==> src/rtl/lcd_pkg.sv <==
// Shared HD44780 command bytes, screen strings, FSM/sequence types and ASCII helpers
// for the character-LCD controller.
package lcd_pkg;

  localparam logic [7:0] CMD_CLEAR     = 8'h01;
  localparam logic [7:0] CMD_HOME      = 8'h02;
  localparam logic [7:0] CMD_ENTRY     = 8'h06;
  localparam logic [7:0] CMD_DISP_OFF  = 8'h08;
  localparam logic [7:0] CMD_DISP_ON   = 8'h0C;
  localparam logic [7:0] CMD_FUNC_8B2L = 8'h38;
  localparam logic [7:0] CMD_LINE1     = 8'h80;
  localparam logic [7:0] CMD_LINE2     = 8'hC0;

  localparam logic [127:0] SPLASH_L1 = "   MINI  CPU    ";
  localparam logic [127:0] SPLASH_L2 = "    READY...    ";

  typedef enum logic [3:0] {
    INIT_WAIT, INIT_CMD, IDLE, LOAD_SEQ, BYTE_SETUP, BYTE_EN, BYTE_HOLD, BYTE_WAIT, NEXT
  } lcd_state_t;

  typedef enum logic [1:0] {SEQ_INIT, SEQ_BLANK, SEQ_SPLASH, SEQ_NORMAL} seq_kind_t;

  function automatic logic [55:0] mnemonic(input logic [2:0] op);
    case (op)
      3'd0:    return "LOAD   ";
      3'd1:    return "ADD    ";
      3'd2:    return "ADDI   ";
      3'd3:    return "SUB    ";
      3'd4:    return "SUBI   ";
      3'd5:    return "MUL    ";
      3'd6:    return "CLEAR  ";
      default: return "DISPLAY";
    endcase
  endfunction

  function automatic logic [7:0] digit_ascii(input logic [3:0] d);
    return 8'h30 + {4'h0, d};
  endfunction

  function automatic logic [7:0] hex_ascii(input logic [3:0] n);
    return (n < 4'd10) ? 8'h30 + {4'h0, n} : 8'h37 + {4'h0, n};
  endfunction

  function automatic logic [7:0] str_char(input logic [127:0] s, input logic [3:0] pos);
    return s[8*(15-int'(pos)) +: 8];
  endfunction

endpackage

==> src/rtl/lcd_bin2bcd.sv <==
// Sequential double-dabble: 16-bit binary to 5 BCD digits; done_o rises 17 cycles
// after start_i and stays high until the next start.
module lcd_bin2bcd (
  input  logic        clk,
  input  logic        rst_n,
  input  logic        start_i,
  input  logic [15:0] bin_i,
  output logic        done_o,
  output logic [19:0] bcd_o
);
  logic [15:0] bin_q, bin_d;
  logic [19:0] bcd_q, bcd_d, adj;
  logic [4:0]  cnt_q, cnt_d;
  logic        run_q, run_d, done_q, done_d;

  always_comb begin
    adj = bcd_q;
    for (int k = 0; k < 5; k++) begin
      if (bcd_q[4*k +: 4] >= 4'd5) adj[4*k +: 4] = bcd_q[4*k +: 4] + 4'd3;
    end
    bin_d  = bin_q;
    bcd_d  = bcd_q;
    cnt_d  = cnt_q;
    run_d  = run_q;
    done_d = done_q;
    if (start_i) begin
      bin_d  = bin_i;
      bcd_d  = '0;
      cnt_d  = 5'd16;
      run_d  = 1'b1;
      done_d = 1'b0;
    end else if (run_q) begin
      if (cnt_q != 5'd0) begin
        {bcd_d, bin_d} = {adj[18:0], bin_q, 1'b0};
        cnt_d = cnt_q - 5'd1;
      end else begin
        run_d  = 1'b0;
        done_d = 1'b1;
      end
    end
  end

  always_ff @(posedge clk or negedge rst_n) begin
    if (!rst_n) begin
      bin_q  <= '0;
      bcd_q  <= '0;
      cnt_q  <= '0;
      run_q  <= 1'b0;
      done_q <= 1'b0;
    end else begin
      bin_q  <= bin_d;
      bcd_q  <= bcd_d;
      cnt_q  <= cnt_d;
      run_q  <= run_d;
      done_q <= done_d;
    end
  end

  assign done_o = done_q;
  assign bcd_o  = bcd_q;
endmodule

==> src/rtl/lcd_display_controller.sv <==
// HD44780 16x2 controller: power-up init, splash, blank/off and two-line result screen.
// Define LCD_HEX_VALUE_EN to show the value as 0xHHHH instead of signed decimal.
module lcd_display_controller
  import lcd_pkg::*;
#(
  parameter int T_POWERUP_CYC = 750000,
  parameter int T_EN_CYC      = 25,
  parameter int T_CMD_CYC     = 2500,
  parameter int T_CLEAR_CYC   = 100000
) (
  input  logic        clk,
  input  logic        rst_n,
  input  logic        lcd_start,
  input  logic [2:0]  lcd_opcode,
  input  logic [3:0]  lcd_reg_index,
  input  logic [15:0] lcd_value,
  input  logic        show_splash_req,
  input  logic        force_blank_req,
  output logic        lcd_busy,
  output logic [7:0]  lcd_data,
  output logic        lcd_rs,
  output logic        lcd_rw,
  output logic        lcd_en,
  output logic        lcd_on
);
  lcd_state_t  state_q, state_d;
  seq_kind_t   kind_q, kind_d;
  logic [31:0] cnt_q, cnt_d, wait_lim;
  logic [5:0]  idx_q, idx_d, last_idx, j;
  logic        pre_q, pre_d, on_q, on_d, rs_q, rs_d, en_q;
  logic [7:0]  data_q, data_d, byte_dat, ln1, ln2;
  logic [2:0]  opcode_q, opcode_d;
  logic [3:0]  reg_q, reg_d, p1, p2, units;
  logic [15:0] value_q, value_d;
  logic        splash_q, splash_d, blank_q, blank_d;
  logic        byte_rs, ld, bcd_start, bcd_done;
  logic [63:0] mn_pad;

  localparam logic [31:0] EN_LAST = 32'(T_EN_CYC - 1);

`ifdef LCD_HEX_VALUE_EN
  assign bcd_done = 1'b1;
`else
  logic [19:0] bcd;
  lcd_bin2bcd u_bcd (
    .clk     (clk),
    .rst_n   (rst_n),
    .start_i (bcd_start),
    .bin_i   (value_q[15] ? (~value_q + 16'd1) : value_q),
    .done_o  (bcd_done),
    .bcd_o   (bcd)
  );
`endif

  always_comb begin
    case (kind_q)
      SEQ_INIT:   last_idx = 6'd3;
      SEQ_BLANK:  last_idx = 6'd1;
      SEQ_SPLASH: last_idx = 6'd34;
      default:    last_idx = 6'd33;
    endcase
  end

  always_comb begin
    state_d   = state_q;
    cnt_d     = cnt_q + 32'd1;
    kind_d    = kind_q;
    idx_d     = idx_q;
    pre_d     = pre_q;
    on_d      = on_q;
    opcode_d  = opcode_q;
    reg_d     = reg_q;
    value_d   = value_q;
    splash_d  = splash_q;
    blank_d   = blank_q;
    bcd_start = 1'b0;
    wait_lim  = (!rs_q && (data_q == CMD_CLEAR || data_q == CMD_HOME)) ?
                32'(T_CLEAR_CYC) : 32'(T_CMD_CYC);
    case (state_q)
      INIT_WAIT:  if (cnt_q == 32'(T_POWERUP_CYC - 1)) state_d = INIT_CMD;
      INIT_CMD: begin
        kind_d  = SEQ_INIT;
        idx_d   = '0;
        pre_d   = 1'b0;
        state_d = BYTE_SETUP;
      end
      IDLE: if (lcd_start) begin
        opcode_d = lcd_opcode;
        reg_d    = lcd_reg_index;
        value_d  = lcd_value;
        splash_d = show_splash_req;
        blank_d  = force_blank_req;
        state_d  = LOAD_SEQ;
      end
      LOAD_SEQ: begin
        kind_d    = blank_q ? SEQ_BLANK : (splash_q ? SEQ_SPLASH : SEQ_NORMAL);
        idx_d     = '0;
        pre_d     = !on_q;
        on_d      = 1'b1;
        bcd_start = 1'b1;
        state_d   = BYTE_SETUP;
      end
      BYTE_SETUP: if (cnt_q == EN_LAST) state_d = BYTE_EN;
      BYTE_EN:    if (cnt_q == EN_LAST) state_d = BYTE_HOLD;
      BYTE_HOLD:  if (cnt_q == EN_LAST) state_d = BYTE_WAIT;
      BYTE_WAIT:  if (cnt_q == wait_lim - 32'd1) state_d = NEXT;
      NEXT: begin
        if (pre_q) begin
          pre_d   = 1'b0;
          state_d = BYTE_SETUP;
        end else if (idx_q == last_idx) begin
          state_d = IDLE;
          if (kind_q == SEQ_BLANK) on_d = 1'b0;
        // Result digits must be settled before any result-screen byte goes out.
        end else if (bcd_done || kind_q != SEQ_NORMAL) begin
          idx_d   = idx_q + 6'd1;
          state_d = BYTE_SETUP;
        end
      end
      default: state_d = INIT_WAIT;
    endcase
    if (state_d != state_q) cnt_d = '0;
  end

  // Byte for the slot being entered; splash has a leading clear, then shares the normal layout.
  always_comb begin
    j      = (kind_d == SEQ_SPLASH) ? idx_d - 6'd1 : idx_d;
    p1     = 4'(j - 6'd1);
    p2     = 4'(j - 6'd18);
    mn_pad = {mnemonic(opcode_q), 8'h20};
    units  = (reg_q >= 4'd10) ? reg_q - 4'd10 : reg_q;
    ln1    = 8'h20;
    ln2    = 8'h20;
    if (kind_d == SEQ_SPLASH) begin
      ln1 = str_char(SPLASH_L1, p1);
      ln2 = str_char(SPLASH_L2, p2);
    end else begin
      if (p1 < 4'd7)       ln1 = mn_pad[8*(7-int'(p1[2:0])) +: 8];
      else if (p1 == 4'd12) ln1 = "R";
      else if (p1 == 4'd13) ln1 = (reg_q >= 4'd10) ? "1" : "0";
      else if (p1 == 4'd14) ln1 = digit_ascii(units);
`ifdef LCD_HEX_VALUE_EN
      case (p2)
        4'd10:   ln2 = "0";
        4'd11:   ln2 = "x";
        4'd12:   ln2 = hex_ascii(value_q[15:12]);
        4'd13:   ln2 = hex_ascii(value_q[11:8]);
        4'd14:   ln2 = hex_ascii(value_q[7:4]);
        4'd15:   ln2 = hex_ascii(value_q[3:0]);
        default: ln2 = 8'h20;
      endcase
`else
      case (p2)
        4'd10:   ln2 = value_q[15] ? "-" : "+";
        4'd11:   ln2 = digit_ascii(bcd[19:16]);
        4'd12:   ln2 = digit_ascii(bcd[15:12]);
        4'd13:   ln2 = digit_ascii(bcd[11:8]);
        4'd14:   ln2 = digit_ascii(bcd[7:4]);
        4'd15:   ln2 = digit_ascii(bcd[3:0]);
        default: ln2 = 8'h20;
      endcase
`endif
    end
    byte_rs  = 1'b0;
    byte_dat = CMD_CLEAR;
    if (pre_d) begin
      byte_dat = CMD_DISP_ON;
    end else begin
      case (kind_d)
        SEQ_INIT: begin
          case (idx_d[1:0])
            2'd0:    byte_dat = CMD_FUNC_8B2L;
            2'd1:    byte_dat = CMD_DISP_ON;
            2'd2:    byte_dat = CMD_ENTRY;
            default: byte_dat = CMD_CLEAR;
          endcase
        end
        SEQ_BLANK: byte_dat = (idx_d == 6'd0) ? CMD_CLEAR : CMD_DISP_OFF;
        default: begin
          if (kind_d == SEQ_SPLASH && idx_d == 6'd0) byte_dat = CMD_CLEAR;
          else if (j == 6'd0)  byte_dat = CMD_LINE1;
          else if (j == 6'd17) byte_dat = CMD_LINE2;
          else begin
            byte_rs  = 1'b1;
            byte_dat = (j < 6'd17) ? ln1 : ln2;
          end
        end
      endcase
    end
    ld     = (state_d == BYTE_SETUP) && (state_q != BYTE_SETUP);
    data_d = ld ? byte_dat : data_q;
    rs_d   = ld ? byte_rs : rs_q;
  end

  always_ff @(posedge clk or negedge rst_n) begin
    if (!rst_n) begin
      state_q  <= INIT_WAIT;
      kind_q   <= SEQ_INIT;
      cnt_q    <= '0;
      idx_q    <= '0;
      pre_q    <= 1'b0;
      on_q     <= 1'b1;
      rs_q     <= 1'b0;
      en_q     <= 1'b0;
      data_q   <= '0;
      opcode_q <= '0;
      reg_q    <= '0;
      value_q  <= '0;
      splash_q <= 1'b0;
      blank_q  <= 1'b0;
    end else begin
      state_q  <= state_d;
      kind_q   <= kind_d;
      cnt_q    <= cnt_d;
      idx_q    <= idx_d;
      pre_q    <= pre_d;
      on_q     <= on_d;
      rs_q     <= rs_d;
      en_q     <= (state_d == BYTE_EN);
      data_q   <= data_d;
      opcode_q <= opcode_d;
      reg_q    <= reg_d;
      value_q  <= value_d;
      splash_q <= splash_d;
      blank_q  <= blank_d;
    end
  end

  assign lcd_busy = (state_q != IDLE);
  assign lcd_data = data_q;
  assign lcd_rs   = rs_q;
  assign lcd_rw   = 1'b0;
  assign lcd_en   = en_q;
  assign lcd_on   = on_q;
endmodule

==> config.mk <==
export PLATFORM = sky130hd
export DESIGN_NAME = lcd_display_controller
export DESIGN_NICKNAME = d
export VERILOG_FILES = /design/src/rtl/lcd_pkg.sv /design/src/rtl/lcd_bin2bcd.sv /design/src/rtl/lcd_display_controller.sv
export SDC_FILE = /design/constraint.sdc
export NUM_CORES = 1
export LEC_CHECK = 0
export CAP_MARGIN = 20
export CORE_ASPECT_RATIO = 1.5
export CORE_MARGIN = 2
export CORE_UTILIZATION = 55
export CTS_BUF_LIST = sky130_fd_sc_hd__clkbuf_16
export CTS_CLUSTER_DIAMETER = 200
export DETAILED_ROUTE_END_ITERATION = 7
export PLACE_DENSITY = 0.77
export SYNTH_ARGS = -nofsm -noshare
export SYNTH_HDL_FRONTEND = slang
export SYNTH_HIERARCHICAL = 1
export SYNTH_SLANG_ARGS = --single-unit
==> constraint.sdc <==
create_clock -name clk -period 4.9 [get_ports clk]
set_clock_uncertainty 0.15 [all_clocks]
set_input_delay 0.98 -clock clk [delete_from_list [all_inputs] [get_ports clk]]
set_output_delay 0.98 -clock clk [all_outputs]
set_load 0.03 [all_outputs]
# ---- Word level (Yosys, flattened, before mapping)
# Cells that the tools add are included.
# Widths: inputs -> output; s select.
dict set report word_totals {
  regBits 124
  in_bits 28
  out_inout_bits 13
  word_cells 197
}
dict set report classes {
  n_addsub 23
  magnitude_cmp 8
  n_eq_ne 46
  n_shift 3
  muxes 72
  bitwise_logic 1
  n_reduce_logical 25
}
# operator n
set op_table {}
lappend op_table {{$pmux 53 s7} 1}
lappend op_table {{$shiftx 128x8->8 const A} 2}
lappend op_table {{$mux 16} 4}
lappend op_table {{$mux 8} 8}
lappend op_table {{$shiftx 64x7->8} 1}
lappend op_table {{$mux 20} 3}
lappend op_table {{$mux 4} 15}
lappend op_table {{$add 6x4->7 const A} 6}
lappend op_table {{$pmux 7 s6} 1}
lappend op_table {{$eq 4x4->1 const B} 10}
lappend op_table {{$pmux 6 s3} 2}
lappend op_table {{$add 32x1->32 const B} 1}
lappend op_table {{$eq 32x20->1 const B} 1}
lappend op_table {{$eq 32x32->1} 1}
lappend op_table {{$eq 32x5->1 const B} 1}
lappend op_table {{$mux 32} 1}
lappend op_table {{$pmux 4 s8} 1}
lappend op_table {{$eq 4x3->1 const B} 6}
lappend op_table {{$mux 6} 4}
lappend op_table {{$mux 7} 3}
lappend op_table {{$ge 4x3->1 const B} 5}
lappend op_table {{$sub 17x1->18 const B} 1}
lappend op_table {{$mux 1} 17}
lappend op_table {{$mux 17} 1}
lappend op_table {{other kinds (49)} 82}

# ---- Logic depth before layout (Yosys ltp)
dict set report logic_depth {
  depth_word 21
  mapped_depth 22
  depth_no_buf 19
}

# ---- By module
# The synthesis kept the hierarchy.
# mod instances cells_per_inst area_per_inst_um2 seq_area_each_um2
set modules_own_cells {}
lappend modules_own_cells {lcd_display_controller 1 682 5854.4 2028.2}
lappend modules_own_cells {lcd_bin2bcd 1 285 2561.2 1076.0}

# ---- Worst setup path after synthesis
# OpenSTA, ideal clock, no wires.
dict set report synth_timing {
  path_kind {register to register}
  from {register kind_q[0]}
  to {register data_q[0], in the netlist lcd_data[0]}
  setup_time_ps 124
  arrival_ps 4335
  required_time_ps 4626
  slack_ps 291
  stages_incl_launch_ff 20
  path_buffers 4
  period_less_slack_ps 4609
  cell_sequence {dfrtp_1 buf_4 xnor2_1 or4_4 o211ai_4 mux2i_2 clkbuf_1 inv_1 ha_1 nand2_1 o21ai_0 ha_1 ha_1 clkbuf_1 clkbuf_1 a211oi_1 nor3_1 o211ai_1 a21oi_1 o21ai_1}
}
dict set report synth_via {
  elab_chain_cells 21
}
# item line_no
set synth_lines {}
lappend synth_lines {{start: declaration} lcd_display_controller.sv:27} ;# seq_kind_t kind_q, kind_d;
lappend synth_lines {{start signal: assignment} lcd_display_controller.sv:213} ;# kind_q <= kind_d;
lappend synth_lines {{$eq 2x2->1, or another cell as far along} lcd_display_controller.sv:56} ;# case (kind_q)
lappend synth_lines {{$pmux 6 s3 / $logic_or 1x1->1 (equally long branches)} {lcd_display_controller.sv:56, lcd_display_controller.sv:115}}
lappend synth_lines {{$eq 6x6->1 / $mux 6 (equally long branches)} {lcd_display_controller.sv:111, lcd_display_controller.sv:115}}
lappend synth_lines {{$mux 6 *} lcd_display_controller.sv:111} ;# end else if (idx_q == last_idx) begin
lappend synth_lines {{$mux 6 *} lcd_display_controller.sv:108} ;# if (pre_q) begin
lappend synth_lines {{$pmux 6 s2 *} lcd_display_controller.sv:79} ;# case (state_q)
lappend synth_lines {{named net idx_d[0]} lcd_display_controller.sv:29} ;# logic [5:0] idx_q, idx_d, last_idx, j;
lappend synth_lines {{parallel branches: the longest is 13 deep, another holds $sub 6x1->6} --}
lappend synth_lines {{$pmux 8 s2 *} lcd_display_controller.sv:169} ;# case (kind_d)
lappend synth_lines {{$mux 8 *} lcd_display_controller.sv:166} ;# if (pre_d) begin
lappend synth_lines {{end signal: assignment} lcd_display_controller.sv:220} ;# data_q <= data_d;
lappend synth_lines {{end: declaration} lcd_display_controller.sv:31} ;# logic [7:0] data_q, data_d, byte_dat, ln1, ln2;
# Mark *: on every way through the listed nets, which the timed path passes.
# A chain may end at the register's enable or synchronous reset.

# ---- Final worst setup path
dict set report layout_timing {
  from {register kind_q[0]}
  to {register data_q[2], in the netlist lcd_data[2]}
}
dict set report layout_via {
  elab_chain_cells 21
}
# item
set layout_lines {}
lappend layout_lines {{parallel branches: the longest is 21 deep, another holds $sub 6x1->6}}
# Parallel ways; which one is timed is not known.

==> reports/results.txt <==
syn nets = 1,023
metal3 WL = 796 µm
register area share after synthesis = 36.9%
WL final = 20,200 µm
Max Buffers Root-to-Sink = 2
worst hold path class = reg -> reg
biggest area consumer among synthesized cells = dfrtp_1
Ys Warns = 6
NumNets Final = 1,040
Die W = 105 µm
Async S/R FF share, synth = 100%
Final HPWL DP = 14,200 µm
Crit. End Element = flip-flop
largest net degree at the start of global routing = 61
P_leak = 0.00405 µW
Post-CTS Hold Buffers = 0
crit path launch type = flip-flop
Max IR drop VDD = 0.000195 V
WP buf/inv = 2
Pre-antenna DRT Iters = 5
total gr overflow = 0
fraction of layout cells with a size suffix above 1 = 11.8%
crit path kind = reg -> reg
Post-Synthesis Cells = 967
Slew Viols, Final = 0
Post-synth EDFFs = 0
CP arrival = 4.69 ns
RSZ-0062 raised after global routing = no
first-pass GRT wire length = 34,600 µm
Top Metal Used = met4
mapped cell area = 8420 µm²
status = complete, no violations
Post-synth top cells = dfrtp_1, nand2_1, nor2_1
std cell rows = 55
vias in the first global route = 7,308
Root Buffer = clkbuf_16
r2r setup slk = 0.42 ns
Total Routing Usage GR = 26.2%
RR Startpoint = kind_q[0]$_DFF_PN0_
Skew-Pair Late Insertion Delay = 0.43 ns
post-route clock period utilization = 91.5%
post_cts resized = 0
Power Dens Cells = 235 nW/µm²
main area contributors after synthesis = dfrtp_1, ha_1, nand2_1, nor2_1, o21ai_0
post-CTS setup buffers = 0
DR vias/cell = 6.13
CP top delay family = compound AO/OA/AOI/OAI gates
max-cap check violation count = 0
Critical Path Fanout Max = 15
Yosys reg bits = 124
Worst-Margin Slew = 1.01 ns
Netlist cell types = 88
ys flop type = dfrtp_1
Tmin final = 4.48 ns
final design utilization = 63.0%
worst path required time = 5.11 ns
H-tree levels = 4
Avg WL per Cell = 16.9 µm
met2 wire len = 10,800 µm
Met1 Wirelength = 8000 µm
top-area cell type share of the netlist area = 36.6%
die height = 155 µm
TNS Setup = 0 ns
Area Overhead vs Synth = 12.4%
die area = 16,300 µm²
# setup viols final = 0
synthesized area per cell = 8.70 µm²
Sink Count = 124
Final GP Congestion = 0.917
Slew headroom = 32.4%
Residual DRC = 0
Via Count = 7,334
CP max-delay cell = ha_1
final hold violation count = 0
PortBufs = 39
critical path's largest stage delay = 0.55 ns
CP Cell Sequence = xnor2_1, or4_4, o211ai_4, mux2i_2, inv_1, ha_1, nand2_1, xnor2_1, inv_1, ha_1, o21ai_0, a221oi_1, nor2_1, a311oi_1, o21ba_1, a2bb2oi_2
diode count = 0
Setup crit start = kind_q[0]$_DFF_PN0_
Hold Path Origin = cnt_q[0]$_DFF_PN0_
clock-pin slew on the worst setup and hold paths = 0.06 ns
total core area = 15,000 µm²
Top Ports = 41
Highest Clock Rate = 223 MHz
Initial Util = 56.1%
most frequent cell after synthesis = dfrtp_1
initial antenna violation count = 0
CTS tree = yes
Tot Pwr = 2230 µW
Final ANT Viol Nets = 0
DRT iter0 DRCs = 417
CTS buffer count = 17
[report_power, final]
| part | switching (µW) | total, µW | internal, µW | leakage [µW] |
|---|---|---|---|---|
| Sequential | 0 | 1020 | 1020 | 0.00168 |
| Clock | 508 | 1160 | 650 | 0.000254 |
| Combinational | 23.7 | 43.2 | 19.5 | 0.00212 |
| Total | 531 | 2230 | 1690 | 0.00405 |
[cells in the final DEF (no fill, tap or decap), types with 27 or more instances in the layout]
master / instances
dfrtp_1: 123
nand2_1: 93
nor2_1: 83
o21ai_0: 59
nand3_1: 54
inv_1: 44
clkdlybuf4s50_1: 38
a21oi_1: 34
xnor2_1: 30
xor2_1: 29
ha_1: 28
a31oi_1: 27
[state kept, by name, indices dropped and copies added, names as in the netlist]
name	count
lcd_en	1
u_bcd/done_o	1
idx_q	6
cnt_q	32
reg_q	4
u_bcd/cnt_q	5
blank_q	1
state_q	4
u_bcd/run_q	1
kind_q	2
u_bcd/bin_q	16
value_q	16
u_bcd/bcd_o	20
lcd_on	1
lcd_rs	1
lcd_data	8
opcode_q	3
pre_q	1
splash_q	1
[stage by stage]
step | hold slack (ns) | area (µm²) | instances | setup slack, ns
floorplan | 0.305 | 8420 | 967 | 0.291
global placement | 0.323 | 8900 | 1163 | 0.414
detailed placement | 0.327 | 8900 | 1163 | 0.313
CTS | 0.335 | 9440 | 1195 | 0.237
global route | 0.359 | 9460 | 1196 | 0.00477
finish | 0.336 | 9460 | 1196 | 0.418
[routing by layer]
layer,up-vias,track usage [%]
met5,-,0
met4,0,13.5
met3,49,3.81
met2,211,47.6
met1,3543,29.6
li1,3531,-
[cells by family (layout without fill, tap and decap cells)]
kind of cell | count (synthesis) | after routing | synth area share, %
mux | 33 | 33 | 4.36
other cells | 1 | 1 | 0.0446
fa+ha+maj | 29 | 29 | 4.28
buf+inv | 109 | 139 | 5.80
simple gates | 365 | 365 | 21.9
xor+xnor | 62 | 62 | 6.72
compound gates | 244 | 244 | 20.0
flops | 124 | 124 | 36.9
[final timing paths]
kind                                                to  depth (start not counted)
max                            lcd_data[2]$_DFFE_PN0P_                         16
min                                 cnt_q[0]$_DFF_PN0_                          1
max reg2reg                    lcd_data[2]$_DFFE_PN0P_                         16
min reg2reg                         cnt_q[0]$_DFF_PN0_                          1
max in group asynchronous  u_bcd/bin_q[11]$_DFFE_PN0P_                          2
min in group asynchronous          cnt_q[25]$_DFF_PN0_                          1
[area by class of cell]
class / count / area (µm²)
clock buffers: 17 / 425
repair buffers: 62 / 568
well taps: 199 / 249
inverters: 45 / 169
multi-input cells: 734 / 4830
clock inverters: 15 / 114
fillers: 1327 / 5550
flip-flops and latches: 124 / 3100
(Power assumes the default switching activity.)
